[config.mk]
export PLATFORM = sky130hd
export DESIGN_NAME = nthband_predictor_multilane
export DESIGN_NICKNAME = d
export VERILOG_FILES = /design/src/rtl/nthband_pkg.sv /design/src/rtl/nthband_lane.sv /design/src/rtl/nthband_predictor_multilane.sv
export SDC_FILE = /design/constraint.sdc
export NUM_CORES = 2
export LEC_CHECK = 0
export ABC_AREA = 1
export BUFFER_PORTS_ARGS = -buffer_cell sky130_fd_sc_hd__buf_2
export CAP_MARGIN = 20
export CORE_ASPECT_RATIO = 1.75
export CORE_MARGIN = 8
export CORE_UTILIZATION = 52
export DETAILED_ROUTE_END_ITERATION = 8
export PLACE_DENSITY = 0.74
export SLEW_MARGIN = 10
export SYNTH_ARGS = -nofsm -noshare
export SYNTH_HDL_FRONTEND = slang
export SYNTH_SLANG_ARGS = --single-unit
[constraint.sdc]
create_clock -name clk -period 10.1 [get_ports clk]
set_input_delay 2.02 -clock clk [delete_from_list [all_inputs] [get_ports clk]]
set_output_delay 2.02 -clock clk [all_outputs]
set_load 0.005 [all_outputs]
[src/rtl/nthband_pkg.sv]
// Shared types and width helpers for the n-th band predictor.
// Lane datapath widths are derived here so the top and lanes agree.
package nthband_pkg;

    typedef enum logic {
        S_PARAMS = 1'b0,
        S_STREAM = 1'b1
    } state_e;

    // Signed difference of two unsigned samples needs one extra bit.
    function automatic int diff_width(input int data_width);
        return data_width + 1;
    endfunction

    // Signed difference times sign-extended unsigned alpha.
    function automatic int prod_width(input int data_width, input int alpha_width);
        return data_width + alpha_width + 2;
    endfunction

endpackage

[src/rtl/nthband_lane.sv]
// One lane of the predictor: difference, multiply, then round/add/clamp.
// Block parameters ride along with the sample so each beat uses its own block's values.
module nthband_lane
    import nthband_pkg::*;
#(
    parameter int DATA_WIDTH  = 16,
    parameter int ALPHA_WIDTH = 10,
    parameter int ALPHA_FRAC  = ALPHA_WIDTH - 1
) (
    input  logic                   clk,
    input  logic                   en_i,
    input  logic [DATA_WIDTH-1:0]  xhat_i,
    input  logic [DATA_WIDTH-1:0]  xhatmean_i,
    input  logic [DATA_WIDTH-1:0]  xmean_i,
    input  logic [ALPHA_WIDTH-1:0] alpha_i,
    input  logic                   first_i,
    output logic [DATA_WIDTH-1:0]  pred_o
);

    localparam int DIFF_W = diff_width(DATA_WIDTH);
    localparam int PROD_W = prod_width(DATA_WIDTH, ALPHA_WIDTH);
    localparam int SUM_W  = PROD_W + 1;
    localparam logic signed [PROD_W-1:0] HALF     = PROD_W'(2 ** (ALPHA_FRAC - 1));
    localparam logic signed [SUM_W-1:0]  PRED_MAX = {{(SUM_W-DATA_WIDTH){1'b0}}, {DATA_WIDTH{1'b1}}};

    logic signed [DIFF_W-1:0]  diff_q;
    logic [ALPHA_WIDTH-1:0]    alpha1_q;
    logic [DATA_WIDTH-1:0]     xmean1_q, xmean2_q;
    logic                      first1_q, first2_q;
    logic signed [PROD_W-1:0]  prod_q;
    logic [DATA_WIDTH-1:0]     pred_q, pred_d;

    logic signed [PROD_W-1:0]  rounded;
    logic signed [PROD_W-1:0]  shifted;
    logic signed [SUM_W-1:0]   sum;

    // NOTE: datapath registers carry no reset; the stage valids in the top decide whether their contents matter.
    always_ff @(posedge clk) begin
        // NOTE: sequential state uses <= so every stage samples the previous stage's old value.
        if (en_i) begin
            diff_q   <= $signed({1'b0, xhat_i}) - $signed({1'b0, xhatmean_i});
            alpha1_q <= alpha_i;
            xmean1_q <= xmean_i;
            first1_q <= first_i;

            prod_q   <= PROD_W'(diff_q) * PROD_W'($signed({1'b0, alpha1_q}));
            xmean2_q <= xmean1_q;
            first2_q <= first1_q;

            pred_q   <= pred_d;
        end
    end

    always_comb begin
        rounded = prod_q + HALF;
        shifted = rounded >>> ALPHA_FRAC;
        sum     = SUM_W'(shifted) + SUM_W'($signed({1'b0, xmean2_q}));
        if (first2_q) begin
            pred_d = xmean2_q;
        end else if (sum[SUM_W-1]) begin
            pred_d = '0;
        end else if (sum > PRED_MAX) begin
            pred_d = '1;
        end else begin
            pred_d = sum[DATA_WIDTH-1:0];
        end
    end

    assign pred_o = pred_q;

endmodule

[src/rtl/nthband_predictor_multilane.sv]
// Multi-lane n-th band predictor: joint per-block parameter handshake, then a block of
// reference beats streamed through LANES identical 3-stage lanes sharing one stall enable.
module nthband_predictor_multilane
    import nthband_pkg::*;
#(
    parameter int DATA_WIDTH     = 16,
    parameter int ALPHA_WIDTH    = 10,
    parameter int ALPHA_FRAC     = ALPHA_WIDTH - 1,
    parameter int BLOCK_SIZE_LOG = 8,
    parameter int LANES          = 4
) (
    input  logic                          clk,
    input  logic                          rst,
    input  logic                          alpha_valid_i,
    output logic                          alpha_ready_o,
    input  logic [ALPHA_WIDTH-1:0]        alpha_data_i,
    input  logic                          alpha_first_band_i,
    input  logic                          xmean_valid_i,
    output logic                          xmean_ready_o,
    input  logic [DATA_WIDTH-1:0]         xmean_data_i,
    input  logic                          xhatmean_valid_i,
    output logic                          xhatmean_ready_o,
    input  logic [DATA_WIDTH-1:0]         xhatmean_data_i,
    input  logic                          xhat_valid_i,
    output logic                          xhat_ready_o,
    input  logic [LANES*DATA_WIDTH-1:0]   xhat_data_i,
    output logic                          prediction_valid_o,
    input  logic                          prediction_ready_i,
    output logic [LANES*DATA_WIDTH-1:0]   prediction_data_o,
    output logic                          prediction_last_o
);

    localparam int LANES_LOG = $clog2(LANES);
    localparam int BEAT_W    = (BLOCK_SIZE_LOG > LANES_LOG) ? BLOCK_SIZE_LOG - LANES_LOG : 1;
    localparam logic [BEAT_W-1:0] LAST_BEAT = BEAT_W'(2 ** (BLOCK_SIZE_LOG - LANES_LOG) - 1);

    state_e                state_q, state_d;
    logic [BEAT_W-1:0]     beat_q, beat_d;
    logic [ALPHA_WIDTH-1:0] alpha_q;
    logic [DATA_WIDTH-1:0] xmean_q, xhatmean_q;
    logic                  first_q;
    logic                  v1_q, v2_q, v3_q;
    logic                  l1_q, l2_q, l3_q;

    logic params_all, params_ready, xhat_ready, xhat_fire, pipe_en;

    assign params_all = alpha_valid_i & xmean_valid_i & xhatmean_valid_i;
    assign pipe_en    = !v3_q | prediction_ready_i;
    assign xhat_fire  = xhat_ready & xhat_valid_i;

    // NOTE: every signal written here gets a default first, so no path leaves a latch behind.
    always_comb begin
        state_d      = state_q;
        beat_d       = beat_q;
        params_ready = 1'b0;
        xhat_ready   = 1'b0;
        unique case (state_q)
            S_PARAMS: begin
                params_ready = params_all;
                if (params_all) state_d = S_STREAM;
            end
            S_STREAM: begin
                xhat_ready = pipe_en;
                if (xhat_valid_i && pipe_en) begin
                    if (beat_q == LAST_BEAT) begin
                        beat_d  = '0;
                        state_d = S_PARAMS;
                    end else begin
                        beat_d = beat_q + 1'b1;
                    end
                end
            end
        endcase
        if (rst) begin
            params_ready = 1'b0;
            xhat_ready   = 1'b0;
        end
    end

    always_ff @(posedge clk) begin
        if (rst) begin
            state_q <= S_PARAMS;
            beat_q  <= '0;
            v1_q    <= 1'b0;
            v2_q    <= 1'b0;
            v3_q    <= 1'b0;
            l1_q    <= 1'b0;
            l2_q    <= 1'b0;
            l3_q    <= 1'b0;
        end else begin
            state_q <= state_d;
            beat_q  <= beat_d;
            if (pipe_en) begin
                v1_q <= xhat_fire;
                l1_q <= xhat_fire && (beat_q == LAST_BEAT);
                v2_q <= v1_q;
                l2_q <= l1_q;
                v3_q <= v2_q;
                l3_q <= l2_q;
            end
        end
    end

    always_ff @(posedge clk) begin
        if (params_ready) begin
            alpha_q    <= alpha_data_i;
            xmean_q    <= xmean_data_i;
            xhatmean_q <= xhatmean_data_i;
            first_q    <= alpha_first_band_i;
        end
    end

    for (genvar g = 0; g < LANES; g++) begin : g_lane
        nthband_lane #(
            .DATA_WIDTH (DATA_WIDTH),
            .ALPHA_WIDTH(ALPHA_WIDTH),
            .ALPHA_FRAC (ALPHA_FRAC)
        ) u_lane (
            .clk       (clk),
            .en_i      (pipe_en),
            .xhat_i    (xhat_data_i[g*DATA_WIDTH +: DATA_WIDTH]),
            .xhatmean_i(xhatmean_q),
            .xmean_i   (xmean_q),
            .alpha_i   (alpha_q),
            .first_i   (first_q),
            .pred_o    (prediction_data_o[g*DATA_WIDTH +: DATA_WIDTH])
        );
    end

    assign alpha_ready_o      = params_ready;
    assign xmean_ready_o      = params_ready;
    assign xhatmean_ready_o   = params_ready;
    assign xhat_ready_o       = xhat_ready;
    assign prediction_valid_o = v3_q;
    assign prediction_last_o  = l3_q;

endmodule

Word-level counts from Yosys, hierarchy flattened:

Index checks and enable logic that the tools add are counted.

* register bits: 344
* bits of input ports: 114
* output and inout bits: 70
* word-level logic and storage cells: 81

* add/subtract/negate cells: 13
* multiply operators: 4
* order comparisons: 4
* eq/ne operators: 1
* multiplexer cells: 21
* bitwise operators: 5
* reductions and logical operators: 4

Operators by type and width (count)
* $mux 16: 12
* $gt 29x17->1 const B: 4
* $add 28x10->28 const B: 4
* $mul 17x11->28: 4
* $add 19x17->20: 4
* $sub 16x16->17: 4
* $mux 1: 7
* $add 6x1->6 const B: 1
* $eq 6x6->1 const B: 1
* $mux 6: 1
* $and 1x1->1: 3
* $logic_and 1x1->1: 2
* $pmux 1 s2: 1
* $reduce_and 2->1: 1
* $logic_not 1->1: 1
* $not 1->1: 1
* $or 1x1->1: 1

Depth between registers and ports, before layout:

* depth after elaboration: 6
* depth in mapped cells: 29
* mapped depth without buffers: 26

Cells and area by module:

Synthesis repeated with hierarchy kept, for this count alone.

* cells, all modules: 5711
* area total of the unflattened synthesis: 49536.3 sq um

By module, submodules not included
* nthband_lane (g_lane[0].u_lane): instances 1, cells an instance 1407, area an instance 12020.3 sq um, seq. area each 2912.8 sq um
* nthband_lane (g_lane[1].u_lane): instances 1, cells an instance 1402, area an instance 11964.0 sq um, seq. area each 2912.8 sq um
* nthband_lane (g_lane[3].u_lane): instances 1, cells an instance 1391, area an instance 11841.4 sq um, seq. area each 2912.8 sq um
* nthband_lane (g_lane[2].u_lane): instances 1, cells an instance 1389, area an instance 11826.3 sq um, seq. area each 2912.8 sq um
* nthband_predictor_multilane: instances 1, cells an instance 122, area an instance 1884.3 sq um, seq. area each 1551.5 sq um

Worst setup path before layout:

OpenSTA, ideal clock, no wires.

* path kind: input-to-reg
* start: in prediction_ready_i
* end: reg beat_q[3]
* setup time: 0.078 ns
* arrival time: 8.583 ns
* required time: 10.022 ns
* path slack: 1.440 ns
* stages: 10
* path buffers: 0
* path through: nor2_1 -> inv_1 -> nand2_1 -> nor2_1 -> inv_1 -> nor2_1 -> nand3_1 -> inv_1 -> nor2_1 -> nor3_1

* longest elaborated chain between the ends: 3

RTL lines
* start: declaration: RTL line nthband_predictor_multilane.sv:28 `input logic prediction_ready_i,`
* $or 1x1->1: RTL line nthband_predictor_multilane.sv:48 `assign pipe_en = !v3_q | prediction_ready_i;`
* $logic_and 1x1->1: RTL line nthband_predictor_multilane.sv:64 `if (xhat_valid_i && pipe_en) begin`
* $reduce_and 2->1 (no source line)
* end signal: assignment: RTL line nthband_predictor_multilane.sv:92 `beat_q <= beat_d;`
* end: declaration: RTL line nthband_predictor_multilane.sv:38 `logic [BEAT_W-1:0] beat_q, beat_d;`

Every way passes these cells.
A chain may end at the register's enable or synchronous reset.

==> Flow_metrics.wiki <==
{| class="wikitable"
! Metric !! Value
|-
| Largest family of logic cells by synthesized area || adder cells
|-
| Total of flip-flops plus latches after synthesis || 312
|-
| Placed instance area || 46600 sq um
|-
| Fraction of synthesized area in multiplexers || 0
|-
| GR Overflow Total || 0
|-
| Num Clock Sinks || 312
|-
| Number of unique standard cell types used by synthesis || 59
|-
| Hold Fails Final Rpt || 0
|-
| Highest clock rate || about 0.17 GHz
|-
| Count of vias placed by the detailed router || around 34k
|-
| RSZ-0062 raised after global routing || false
|-
| CP Data Arrival Time || 6260 ps
|-
| Fin crit share || 0.586
|-
| Starting utilization of the core area || 0.525
|-
| Antenna Violating Nets Remaining || 0
|-
| H-tree level count || 2
|-
| Top-level port count || between 150 and 200
|-
| Core Area || between 80000 and 90000 sq um
|-
| Synthesized-area fraction occupied by xor and xnor cells || 0.0542
|-
| Sequence of cells on the critical path || buf_4 > nand2_1 > fa_1 > inv_1 > fa_1 > inv_1 > fa_1 > inv_1 > fa_1 > inv_1 > fa_1 > inv_1 > ha_1 > nand2_1 > nor4_1 > nand3_1 > nand3b_1 > nand2_1
|-
| Gate count of the mapped netlist || 5385
|-
| Most frequently used flop master after synthesis || sky130_fd_sc_hd__edfxtp_1
|-
| Number of setup violations in the final report || 0
|-
| Global router's overall resource usage || 0.236
|-
| DRC violations left || 0
|-
| Total area of sequential cells || 9240 sq um
|-
| Share of synthesized area occupied by flip-flops and latches || 0.206
|-
| Critical path's top delay family || adder cells
|-
| Asr flop ratio synth || 0
|-
| Setup slack of the worst register-to-register path || roughly 4200 ps
|-
| Die span in y || slightly above 400 microns
|-
| First-pass GRT wire length || roughly 180 mm
|-
| Gates resized, CTS repair || 0
|-
| FP Rows || 142
|-
| Routed len/inst || approximately 17 microns
|-
| Largest fanout on the critical path || 68
|-
| Startpoint-to-endpoint class of the critical path || flip-flop to flip-flop
|-
| Cell area after synthesis || about 45000 sq um
|-
| Detailed router's first-iteration violation count || approximately 2k
|-
| Worst slew slack as a fraction of its limit || 0.319
|-
| Compound-cell area share of the yosys netlist || 0.0574
|-
| Count of hold buffers inserted by post-cts repair || 0
|-
| Cell count of the worst reg-to-reg path || 18
|-
| Status || complete, no violations
|-
| Crit path buf inv count || 6
|-
| Crit path launch || g_lane[0].u_lane.alpha1_q[2]
|-
| Worst Hold Slack || 401 ps
|-
| Simple-gate share of the synthesized area || 0.174
|-
| Final critical path time including I/O delays and setup || around 5900 ps
|-
| Actual transition at the worst max-transition pin || a little over 1000 ps
|-
| Ys Warns || 0
|-
| Share of layout cells above drive strength 1 || 0.0646
|-
| Maximum clock insertion buffer count || 3
|-
| Layout overhead on the synthesized area || 6.54%
|-
| Sort of element at the end of the critical path || flip-flop
|-
| Die X-Extent || approximately 240 microns
|-
| Count of final max-slew check failures || 0
|-
| Number of buffers created by CTS || 34
|-
| Die ar. || 96300 sq um
|-
| Critical Path RT || 10440 ps
|-
| Clock slew seen by the registers of the worst setup and hold paths || approximately 70 ps
|-
| Via count of the first global-routing pass || 37.0k
|-
| Number of search-and-repair iterations in the first detailed-routing pass || 6
|-
| Count of nets after finishing || around 6.6k
|-
| Syn Area/Cell || between 8 and 9 sq um
|-
| Clock tree from TritonCTS || built
|-
| Via density per instance || between 5 and 6
|-
| Setup crit start kind || flip-flop
|-
| Number of enable flip-flop cells after synthesis || about 300
|-
| Number of antenna violations at the first check in global routing || 0
|-
| CP peak stage delay || a little under 700 ps
|-
| Post-synthesis adder-cell area fraction || 0.381
|-
| Commonest non-fill, non-tap cells in the layout || 1353 x sky130_fd_sc_hd__nand2_1, 1319 x sky130_fd_sc_hd__inv_1, 616 x sky130_fd_sc_hd__fa_1
|-
| Launching point of the worst reg2reg path || g_lane[0].u_lane.alpha1_q[2]
|-
| Most common cell after layout, fill and taps aside || sky130_fd_sc_hd__nand2_1
|-
| Max_cap viols || 0
|-
| Cell at the slowest stage of the critical path || sky130_fd_sc_hd__buf_4
|-
| Setup repair bufs after CTS || 0
|-
| Root buffer selected by CTS || sky130_fd_sc_hd__clkbuf_16
|-
| Half-perimeter wire length after placement || around 90 mm
|-
| Fin Setup TNS || 0 ps
|-
| Final weighted congestion of routability-driven global placement || between 0.9 and 1
|-
| Clock latency of the later-clocked register in the worst-skew pair || 580 ps
|-
| Synth Net Count || 6496
|-
| Pin count of the biggest net entering global routing || roughly 180
|-
| WP depth || 18
|-
| Fillers || between 7k and 8k
|-
| Detailed-route wire length || roughly 110 mm
|-
| Destination of the critical timing path || g_lane[3].u_lane.prod_q[27]
|-
| Multi-input gate area in the final layout || roughly 30000 sq um
|-
| Clock skew after layout || around 22 ps
|-
| Worst flop-to-flop path endpoint || g_lane[3].u_lane.prod_q[27]
|-
| Final design instance area without fill || between 40000 and 50000 sq um
|-
| Count of input and output buffers || 183
|-
| Path class of the lowest-slack min-delay path || flip-flop to flip-flop
|}
-- cells in the mapped netlist (all sizes together) (41+ instances only) --
cell type     n  area share
xor2        176       0.034
buf          64      0.0076
a21oi       229       0.026
inv        1326        0.11
nor2        197       0.018
ha          381        0.11
clkbuf       99      0.0083
fa          616        0.28
o21ai       119       0.013
nand3       173       0.023
nand2      1377        0.12
nand4        41      0.0060
xnor2        97       0.020
edfxtp      299        0.20
-- sequential cells by signal, summed over array words and instances (netlist names), 6 cells and up --
register,flops
beat_q,6
g_lane.u_lane.prod_q,80
g_lane.u_lane.diff_q,68
g_lane.u_lane.alpha1_q,10
g_lane.u_lane.pred_o,64
alpha_q,10
xmean_q,16
xhatmean_q,16
g_lane.u_lane.xmean2_q,16
g_lane.u_lane.xmean1_q,16
-- layer usage --
| metal | global-route usage | wire length, microns | up-vias |
|---|---|---|---|
| li1 | - | - | 16449 |
| met5 | 0 | 0 | - |
| met2 | 0.435 | 57400 | 1184 |
| met4 | 0.125 | 6610 | 0 |
| met3 | 0.0375 | 6970 | 329 |
| met1 | 0.259 | 41700 | 16475 |
-- final cells by class --
type	count	share of cell area
inverters	1326	0.104
repair buffers	198	0.0218
well taps	1152	0.0302
diodes	1	0.0000524
clock buffers	41	0.0186
clock inverters	20	0.00542
multi-input cells	3584	0.626
flip-flops and latches	312	0.193
-- worst min-delay path by stage --
stage / slack (ps) / depth (start not counted) / start / end
floorplan: 400 / 0 / alpha_q[0] / g_lane[0].u_lane.alpha1_q[0]
global placement: 400 / 0 / g_lane[0].u_lane.xmean1_q[6] / g_lane[0].u_lane.xmean2_q[6]
detailed placement: 400 / 0 / xmean_q[5] / g_lane[0].u_lane.xmean1_q[5]
CTS: 400 / 0 / g_lane[0].u_lane.xmean1_q[2] / g_lane[0].u_lane.xmean2_q[2]
global route: 420 / 0 / alpha_q[8] / g_lane[0].u_lane.alpha1_q[8]
finish: 400 / 0 / xmean_q[8] / g_lane[0].u_lane.xmean1_q[8]
-- stage by stage --
step | instances | setup WS [ps] | utilization
after floorplan | 5385 | 1440 | -
after global placement | 6572 | 4300 | 0.546
after detailed placement | 6572 | 4220 | 0.546
after CTS | 6633 | 4230 | 0.559
after global routing | 6633 | 3840 | 0.559
final | 6634 | 4180 | 0.559
-- cell families (layout without fill, tap and decap cells) --
| family | count (synthesis) | after routing |
|---|---|---|
| other | 0 | 1 |
| AO/OA/AOI/OAI | 450 | 450 |
| buffers and inverters | 1489 | 1585 |
| flip-flops | 312 | 312 |
| XOR/XNOR | 273 | 273 |
| adder cells (fa/ha/maj) | 997 | 997 |
| AND/OR/NAND/NOR | 1864 | 1864 |
Power is not shown: default switching activity piles up to over one toggle a cycle in this logic, so the estimate is an artifact.
